[src/rtl/asteroids_pkg.sv]
// rtl/asteroids_pkg.sv - shared constants, direction/velocity helper and FSM states for the shot pool
//
// Purpose: common definitions imported by shot_manager and its helpers.
//   - screen dimension defaults
//   - direction encoding (clockwise from north, +y points down)
//   - shot speed constants and a direction -> (dx,dy) velocity lookup
//   - shot_manager FSM state encoding
package asteroids_pkg;

  localparam int SCREEN_W_DEF = 320;
  localparam int SCREEN_H_DEF = 240;

  localparam int SHOT_SPEED = 4;
  localparam int DIAG_SPEED = 3;

  localparam logic [2:0] DIR_N  = 3'd0;
  localparam logic [2:0] DIR_NE = 3'd1;
  localparam logic [2:0] DIR_E  = 3'd2;
  localparam logic [2:0] DIR_SE = 3'd3;
  localparam logic [2:0] DIR_S  = 3'd4;
  localparam logic [2:0] DIR_SW = 3'd5;
  localparam logic [2:0] DIR_W  = 3'd6;
  localparam logic [2:0] DIR_NW = 3'd7;

  typedef enum logic [2:0] {
    ST_IDLE,
    ST_UPDATE,
    ST_DRAW_REQ,
    ST_DRAW_WAIT,
    ST_DONE
  } shot_state_e;

  typedef struct packed {
    logic signed [3:0] dx;
    logic signed [3:0] dy;
  } shot_vel_t;

  // Axis directions move by 'speed', diagonals by DIAG_SPEED on each axis.
  function automatic shot_vel_t shot_vel(input logic [2:0] dir, input logic signed [3:0] speed);
    shot_vel_t         v;
    logic signed [3:0] dg;
    dg   = 4'(DIAG_SPEED);
    v.dx = '0;
    v.dy = '0;
    case (dir)
      DIR_N:  v.dy = -speed;
      DIR_NE: begin v.dx =  dg; v.dy = -dg; end
      DIR_E:  v.dx = speed;
      DIR_SE: begin v.dx =  dg; v.dy =  dg; end
      DIR_S:  v.dy = speed;
      DIR_SW: begin v.dx = -dg; v.dy =  dg; end
      DIR_W:  v.dx = -speed;
      DIR_NW: begin v.dx = -dg; v.dy = -dg; end
      default: ;
    endcase
    return v;
  endfunction

endpackage

[src/rtl/wrap_add.sv]
// rtl/wrap_add.sv - position plus signed velocity with single-step wrap into [0, modulus)
//
// Purpose: one axis of a shot move. The sum is formed in signed 11 bits; one
// modulus is subtracted on overflow or added on underflow, which is enough
// because |velocity| is far smaller than the modulus.
// Ports:
//   pos_i  current position (< mod_i)
//   vel_i  signed per-frame velocity
//   mod_i  wrap modulus (screen width or height)
//   pos_o  wrapped position
module wrap_add (
  input  logic        [9:0] pos_i,
  input  logic signed [3:0] vel_i,
  input  logic        [9:0] mod_i,
  output logic        [9:0] pos_o
);

  logic signed [10:0] sum;
  logic signed [10:0] mod_s;

  always_comb begin
    mod_s = signed'({1'b0, mod_i});
    sum   = signed'({1'b0, pos_i}) + 11'(vel_i);
    if (sum >= mod_s) begin
      pos_o = 10'(sum - mod_s);
    end else if (sum < 0) begin
      pos_o = 10'(sum + mod_s);
    end else begin
      pos_o = sum[9:0];
    end
  end

endmodule

[src/rtl/shot_manager.sv]
// rtl/shot_manager.sv - live player shot pool: allocate, move/age per frame, sequence sprite draws
//
// Purpose: holds NUM_SHOTS shot slots. A fire allocates the lowest free slot
// (deferred through a one-deep pending register while busy). Each frame_tick
// walks the slots once to move/age them, then walks them again issuing one
// shot_plot per live shot and waiting for shot_draw_done between plots.
// Ports:
//   clk, reset                       clock, synchronous active-high reset
//   frame_tick                       start of frame update (pulse)
//   fire, fire_x, fire_y, fire_dir   new shot request and its spawn state
//   kill_valid, kill_idx             clear one slot (out-of-range index ignored)
//   shot_draw_done                   drawer finished the current sprite
//   shot_plot, shot_x_pos,
//   shot_y_pos, shot_sprite_sel      one-cycle draw request and its sprite data
//   active_mask                      registered live-slot bitmap
//   busy                             FSM not in IDLE
//   frame_done                       one-cycle pulse when the frame's draws are complete
//   overrun                          sticky: frame_tick seen while busy
module shot_manager
  import asteroids_pkg::*;
#(
  parameter int NUM_SHOTS = 4,
  parameter int SCREEN_W  = SCREEN_W_DEF,
  parameter int SCREEN_H  = SCREEN_H_DEF,
  parameter int LIFETIME  = 60,
  parameter int SPEED     = SHOT_SPEED
) (
  input  logic                 clk,
  input  logic                 reset,
  input  logic                 frame_tick,
  input  logic                 fire,
  input  logic [9:0]           fire_x,
  input  logic [9:0]           fire_y,
  input  logic [2:0]           fire_dir,
  input  logic                 kill_valid,
  input  logic [2:0]           kill_idx,
  input  logic                 shot_draw_done,
  output logic                 shot_plot,
  output logic [9:0]           shot_x_pos,
  output logic [9:0]           shot_y_pos,
  output logic [2:0]           shot_sprite_sel,
  output logic [NUM_SHOTS-1:0] active_mask,
  output logic                 busy,
  output logic                 frame_done,
  output logic                 overrun
);

  localparam int            IW       = (NUM_SHOTS > 1) ? $clog2(NUM_SHOTS) : 1;
  localparam logic [IW-1:0] LAST_IDX = IW'(NUM_SHOTS - 1);

  shot_state_e          state_q;
  logic [IW-1:0]        idx_q;
  logic [NUM_SHOTS-1:0] active_q;
  logic [9:0]           x_q    [NUM_SHOTS];
  logic [9:0]           y_q    [NUM_SHOTS];
  logic [2:0]           dir_q  [NUM_SHOTS];
  logic [7:0]           life_q [NUM_SHOTS];

  logic                 pend_q;
  logic [9:0]           pend_x_q;
  logic [9:0]           pend_y_q;
  logic [2:0]           pend_dir_q;

  logic                 plot_q;
  logic [9:0]           out_x_q;
  logic [9:0]           out_y_q;
  logic [2:0]           out_sel_q;
  logic                 frame_done_q;
  logic                 overrun_q;

  logic                 alloc_req_d;
  logic                 alloc_ok_d;
  logic [IW-1:0]        alloc_slot_d;
  logic [9:0]           alloc_x_d;
  logic [9:0]           alloc_y_d;
  logic [2:0]           alloc_dir_d;
  logic                 kill_ok_d;
  logic [IW-1:0]        kill_slot_d;
  shot_vel_t            vel_d;
  logic [9:0]           upd_x_d;
  logic [9:0]           upd_y_d;

  // A deferred fire takes priority over a fresh one; the fresh one is then
  // re-queued into the pending register.
  always_comb begin
    alloc_req_d  = (state_q == ST_IDLE) && (pend_q || fire);
    alloc_x_d    = pend_q ? pend_x_q   : fire_x;
    alloc_y_d    = pend_q ? pend_y_q   : fire_y;
    alloc_dir_d  = pend_q ? pend_dir_q : fire_dir;
    alloc_ok_d   = 1'b0;
    alloc_slot_d = '0;
    // Descending scan so the lowest free slot is the one left selected.
    for (int i = NUM_SHOTS - 1; i >= 0; i--) begin
      if (!active_q[i]) begin
        alloc_ok_d   = 1'b1;
        alloc_slot_d = IW'(i);
      end
    end
  end

  always_comb begin
    kill_ok_d   = kill_valid && ({1'b0, kill_idx} < 4'(NUM_SHOTS));
    kill_slot_d = kill_idx[IW-1:0];
    vel_d       = shot_vel(dir_q[idx_q], 4'(SPEED));
  end

  wrap_add u_wrap_x (
    .pos_i (x_q[idx_q]),
    .vel_i (vel_d.dx),
    .mod_i (10'(SCREEN_W)),
    .pos_o (upd_x_d)
  );

  wrap_add u_wrap_y (
    .pos_i (y_q[idx_q]),
    .vel_i (vel_d.dy),
    .mod_i (10'(SCREEN_H)),
    .pos_o (upd_y_d)
  );

  always_ff @(posedge clk) begin
    if (reset) begin
      state_q      <= ST_IDLE;
      idx_q        <= '0;
      active_q     <= '0;
      pend_q       <= 1'b0;
      pend_x_q     <= '0;
      pend_y_q     <= '0;
      pend_dir_q   <= '0;
      plot_q       <= 1'b0;
      out_x_q      <= '0;
      out_y_q      <= '0;
      out_sel_q    <= '0;
      frame_done_q <= 1'b0;
      overrun_q    <= 1'b0;
      for (int i = 0; i < NUM_SHOTS; i++) begin
        x_q[i]    <= '0;
        y_q[i]    <= '0;
        dir_q[i]  <= '0;
        life_q[i] <= '0;
      end
    end else begin
      plot_q       <= 1'b0;
      frame_done_q <= 1'b0;

      if (frame_tick && (state_q != ST_IDLE)) begin
        overrun_q <= 1'b1;
      end

      case (state_q)
        ST_IDLE: begin
          if (alloc_req_d && alloc_ok_d) begin
            active_q[alloc_slot_d] <= 1'b1;
            x_q[alloc_slot_d]      <= alloc_x_d;
            y_q[alloc_slot_d]      <= alloc_y_d;
            dir_q[alloc_slot_d]    <= alloc_dir_d;
            life_q[alloc_slot_d]   <= 8'(LIFETIME);
          end
          if (pend_q) begin
            pend_q     <= fire;
            pend_x_q   <= fire_x;
            pend_y_q   <= fire_y;
            pend_dir_q <= fire_dir;
          end
          if (frame_tick) begin
            state_q <= ST_UPDATE;
            idx_q   <= '0;
          end
        end

        ST_UPDATE: begin
          if (active_q[idx_q]) begin
            if (life_q[idx_q] == 8'd1) begin
              active_q[idx_q] <= 1'b0;
              life_q[idx_q]   <= 8'd0;
            end else begin
              life_q[idx_q] <= life_q[idx_q] - 8'd1;
              x_q[idx_q]    <= upd_x_d;
              y_q[idx_q]    <= upd_y_d;
            end
          end
          if (idx_q == LAST_IDX) begin
            state_q <= ST_DRAW_REQ;
            idx_q   <= '0;
          end else begin
            idx_q <= idx_q + 1'b1;
          end
        end

        ST_DRAW_REQ: begin
          if (active_q[idx_q]) begin
            plot_q    <= 1'b1;
            out_x_q   <= x_q[idx_q];
            out_y_q   <= y_q[idx_q];
            out_sel_q <= dir_q[idx_q];
            state_q   <= ST_DRAW_WAIT;
          end else if (idx_q == LAST_IDX) begin
            state_q      <= ST_DONE;
            frame_done_q <= 1'b1;
          end else begin
            idx_q <= idx_q + 1'b1;
          end
        end

        ST_DRAW_WAIT: begin
          if (shot_draw_done) begin
            if (idx_q == LAST_IDX) begin
              state_q      <= ST_DONE;
              frame_done_q <= 1'b1;
            end else begin
              idx_q   <= idx_q + 1'b1;
              state_q <= ST_DRAW_REQ;
            end
          end
        end

        ST_DONE: begin
          state_q <= ST_IDLE;
        end

        default: state_q <= ST_IDLE;
      endcase

      if ((state_q != ST_IDLE) && fire && !pend_q) begin
        pend_q     <= 1'b1;
        pend_x_q   <= fire_x;
        pend_y_q   <= fire_y;
        pend_dir_q <= fire_dir;
      end

      // Last assignment wins: a kill overrides any same-cycle allocate/update.
      if (kill_ok_d) begin
        active_q[kill_slot_d] <= 1'b0;
      end
    end
  end

  assign shot_plot       = plot_q;
  assign shot_x_pos      = out_x_q;
  assign shot_y_pos      = out_y_q;
  assign shot_sprite_sel = out_sel_q;
  assign active_mask     = active_q;
  assign busy            = (state_q != ST_IDLE);
  assign frame_done      = frame_done_q;
  assign overrun         = overrun_q;

endmodule

[config.mk]
export PLATFORM = sky130hd
export DESIGN_NAME = shot_manager
export DESIGN_NICKNAME = d
export VERILOG_FILES = /design/src/rtl/asteroids_pkg.sv /design/src/rtl/wrap_add.sv /design/src/rtl/shot_manager.sv
export SDC_FILE = /design/constraint.sdc
export NUM_CORES = 1
export LEC_CHECK = 0
export ABC_AREA = 1
export BUFFER_PORTS_ARGS = -buffer_cell sky130_fd_sc_hd__buf_2
export CELL_PAD_IN_SITES_DETAIL_PLACEMENT = 2
export CELL_PAD_IN_SITES_GLOBAL_PLACEMENT = 2
export CORE_ASPECT_RATIO = 0.8
export CORE_MARGIN = 4
export CORE_UTILIZATION = 40
export CTS_CLUSTER_DIAMETER = 30
export DETAILED_ROUTE_END_ITERATION = 8
export GPL_TIMING_DRIVEN = 0
export PLACE_DENSITY = 0.89
export RECOVER_POWER = 25
export SLEW_MARGIN = 20
export SYNTH_ARGS = -nofsm -noshare
export SYNTH_HDL_FRONTEND = slang
export SYNTH_SLANG_ARGS = --single-unit
[constraint.sdc]
create_clock -name clk -period 10.93 [get_ports clk]
set_input_delay 0.5465 -clock clk [delete_from_list [all_inputs] [get_ports clk]]
set_output_delay 0.5465 -clock clk [all_outputs]
set_load 0.05 [all_outputs]
==> impl_metrics.csv <==
group,metric,value,unit
routing,wl_per_cell,25.7,µm
clock_network,root_buffer,"clkbuf_16",
final_layout,insertedDiodeCount,0,
final_layout,multi_input_area,4400,µm²
clock_network,cts_resized,0,
setup_path,cp_max_fo,10,
routing,final_antenna_net_count,0,
sta,period_minus_slack,5.80,ns
floorplan,dieWidth,186,µm
global_routing,grt_max_degree,21,
synthesis,syn-cell-area,10100,µm²
placement,dpl.hpwl,30.6,mm
clock_network,htreeDepth,4,
synthesis,ys_warn_count,0,
routing,first_pass_iters,5,
status,status,"finished, final reports clean",
setup_path,required,11.12,ns
setup_path,slowest_delay,0.62,ns
clock_network,clk-insertion-delay-late,0.46,ns
synthesis,synth_cells,1250,
sta,skew,0.0188,ns
setup_path,cpMostUsedCell,"nand3_1",
sta,drv_slew,0,
synthesis,avgSynthCellArea,8.11,µm²
synthesis,ys.flop_type,"edfxtp_1",
clock_network,max-clock-path-buffers,2,
routing,routed_via_density,5.85,
final_layout,area_growth,12.5,%
placement,portBuffers,61,
setup_path,arrival,5.99,ns
global_routing,overflow,0,
synthesis,seq_area_frac_synth,48.8,%
floorplan,initial_core_util,41.2,%
floorplan,io_pins,63,
placement,gp_congestion,0.864,
final_layout,nNetsFinal,1398,
sta,slew_headroom,26.8,%
global_routing,grt_antenna_before_repair,1,
clock_network,tritoncts,"done",
synthesis,synth-seq-cells,185,
job,max_cap_violations,0,
setup_path,worstSetupStartpointType,"flip-flop",
final_layout,regArea,4940,µm²
clock_network,cts_inserted_buffers,17,
setup_path,end_kind,"flip-flop",
worst_hold_path,hold_path.class,"primary input to flip-flop",
floorplan,die_h,150,µm
final_layout,nFillCells,2850,
sta,finalSetupTns,0,ns
sta,max_freq,0.173,GHz
synthesis,synth_nets,1316,
routing,drt_iter0_drc,774,
sta,rsz0062_at_grt,"no",
floorplan,rows,51,
routing,post-route-drc-count,0,
synthesis,async_reset_ff_share,0,%
setup_path,critical_path_class,"flip-flop to flip-flop",
sta,worst_pin_slew,1.09,ns
global_routing,grtUsageTotal,30.9,%
clock_network,clk_pin_slew,0.09,ns
global_routing,grt_pass1_wl,64.9,mm
synthesis,synth-edff-count,124,
floorplan,dieArea,28000,µm²
setup_path,worstPathCellList,"inv_1 > clkbuf_1 > clkbuf_1 > o21ai_0 > o22ai_1 > ha_1 > a21oi_1 > nand2_1 > nand2_1 > nand2_1 > xor2_1 > inv_1 > ha_1 > nand3_1 > nor2_1 > nand3_1 > nor2_1 > nand3_1 > nand3_1 > nor2_1 > nand2_1 > nand3_1 > a21oi_1",
setup_path,slowest_stage,"clkbuf_1",
clock_network,cts_sinks,185,
clock_network,post_cts_buffers,0,
final_layout,layout_commonest_cell,"nand2_1",
final_layout,layout_common_cells,"239 x nand2_1, 196 x nor2_1, 135 x inv_1",
clock_network,ctsHoldBuffers,0,
routing,dr_total_vias,9732,
synthesis,synth_cell_type_count,51,
global_routing,first_global_vias,10600,
sta,period_share,53.0,%
final_layout,drive_gt1_share,9.07,%
sta,setup_viol,0,
sta,finalHoldViolations,0,
routing,wirelength,42.7,mm
floorplan,core,24600,µm²
metrics by stage:
step	setup slack, ns	instance area (µm²)	std cells	hold slack (ns)	util [%]
2_1_floorplan	7.18	10100	1250	0.429	-
3_3_place_gp	5.62	10800	1629	0.440	44.0
3_5_place_dp	5.71	10900	1631	0.451	44.1
4_1_cts	5.62	11500	1663	0.377	46.5
5_1_grt	4.96	11400	1663	0.411	46.3
6_report	5.13	11400	1663	0.383	46.3
routing by layer:
| layer | up-vias | GRT usage (%) | routed length [µm] |
|---|---|---|---|
| met5 | - | 0 | 0 |
| met4 | 0 | 11.0 | 1250 |
| met3 | 76 | 5.31 | 2560 |
| met2 | 387 | 50.9 | 20400 |
| met1 | 4914 | 41.3 | 18500 |
| li1 | 4355 | - | - |
flip-flops by register name, summed over array words and instances (netlist names), named ones only:
register and count:
shot_sprite_sel 3, pend_q 1, pend_x_q 10, shot_x_pos 10, life_q 32, dir_q 12, shot_plot 1, x_q 40
frame_done 1, state_q 3, pend_y_q 10, pend_dir_q 3, y_q 40, overrun 1, shot_y_pos 10, active_mask 4
idx_q 2
synth_stat cells, types with 2 or more instances:
library cell,count,area [µm²]
nor2_2,3,18.8
clkbuf_1,34,128
nand2_1,240,901
nand3_1,65,325
o311ai_0,2,17.5
a21oi_2,10,87.6
buf_2,10,50.1
dfxtp_1,61,1220
inv_2,5,18.8
nand2_2,12,75.1
inv_1,135,507
nand4_1,7,43.8
xor2_1,10,87.6
edfxtp_1,124,3720
a31oi_1,6,37.5
buf_4,2,15.0
a211oi_1,2,15.0
buf_6,5,56.3
a21oi_1,74,370
fa_1,2,40.0
o21bai_1,2,15.0
o22a_2,4,40.0
nand3b_1,2,15.0
o21ai_2,2,17.5
xnor2_1,5,43.8
nor3_1,11,55.1
o21ai_0,123,616
o211ai_1,20,150
o22ai_1,21,131
or2_2,2,12.5
nor2_1,194,728
ha_1,32,400
nor2_4,2,22.5
o21ai_1,4,20.0
worst paths after layout:
path | start | end | slack [ns] | cells past startpoint
worst min register to register | pend_x_q[1] | pend_x_q[1] | 0.46 | 2
worst max register to register | flip-flop | x_q[0][6] | 5.13 | 23
worst min-delay path | frame_tick | overrun | 0.38 | 3
worst max-delay path | flip-flop | x_q[0][6] | 5.13 | 23
final cells by class:
cell class / count / share of cell area (%)
sequential: 185 / 43.3
multi-input combinational: 871 / 38.6
inverter: 143 / 4.74
clock buffer: 17 / 3.73
tap: 318 / 3.49
timing repair buffer: 63 / 2.53
buffer: 51 / 2.14
clock inverter: 15 / 1.44
kinds of logic after synthesis:
group / synth area share [%]
xor gates and xnor gates: 1.30
DFF: 48.8
buffers and inverters: 7.79
adders and majority gates: 4.34
AOI/OAI and AO/OA: 15.6
and+or+nand+nor: 22.2
critical path, delay by kind of cell, from the launching register on:
| family | cells | cell delay [ns] |
|---|---|---|
| buf+inv | 4 | 1.50 |
| flops | 1 | 0.35 |
| compound gates | 4 | 1.17 |
| fa+ha+maj | 2 | 0.67 |
| xor+xnor | 1 | 0.35 |
| simple gates | 12 | 1.48 |
Power is not shown: default switching activity piles up to over one toggle a cycle in this logic, so the estimate is an artifact.
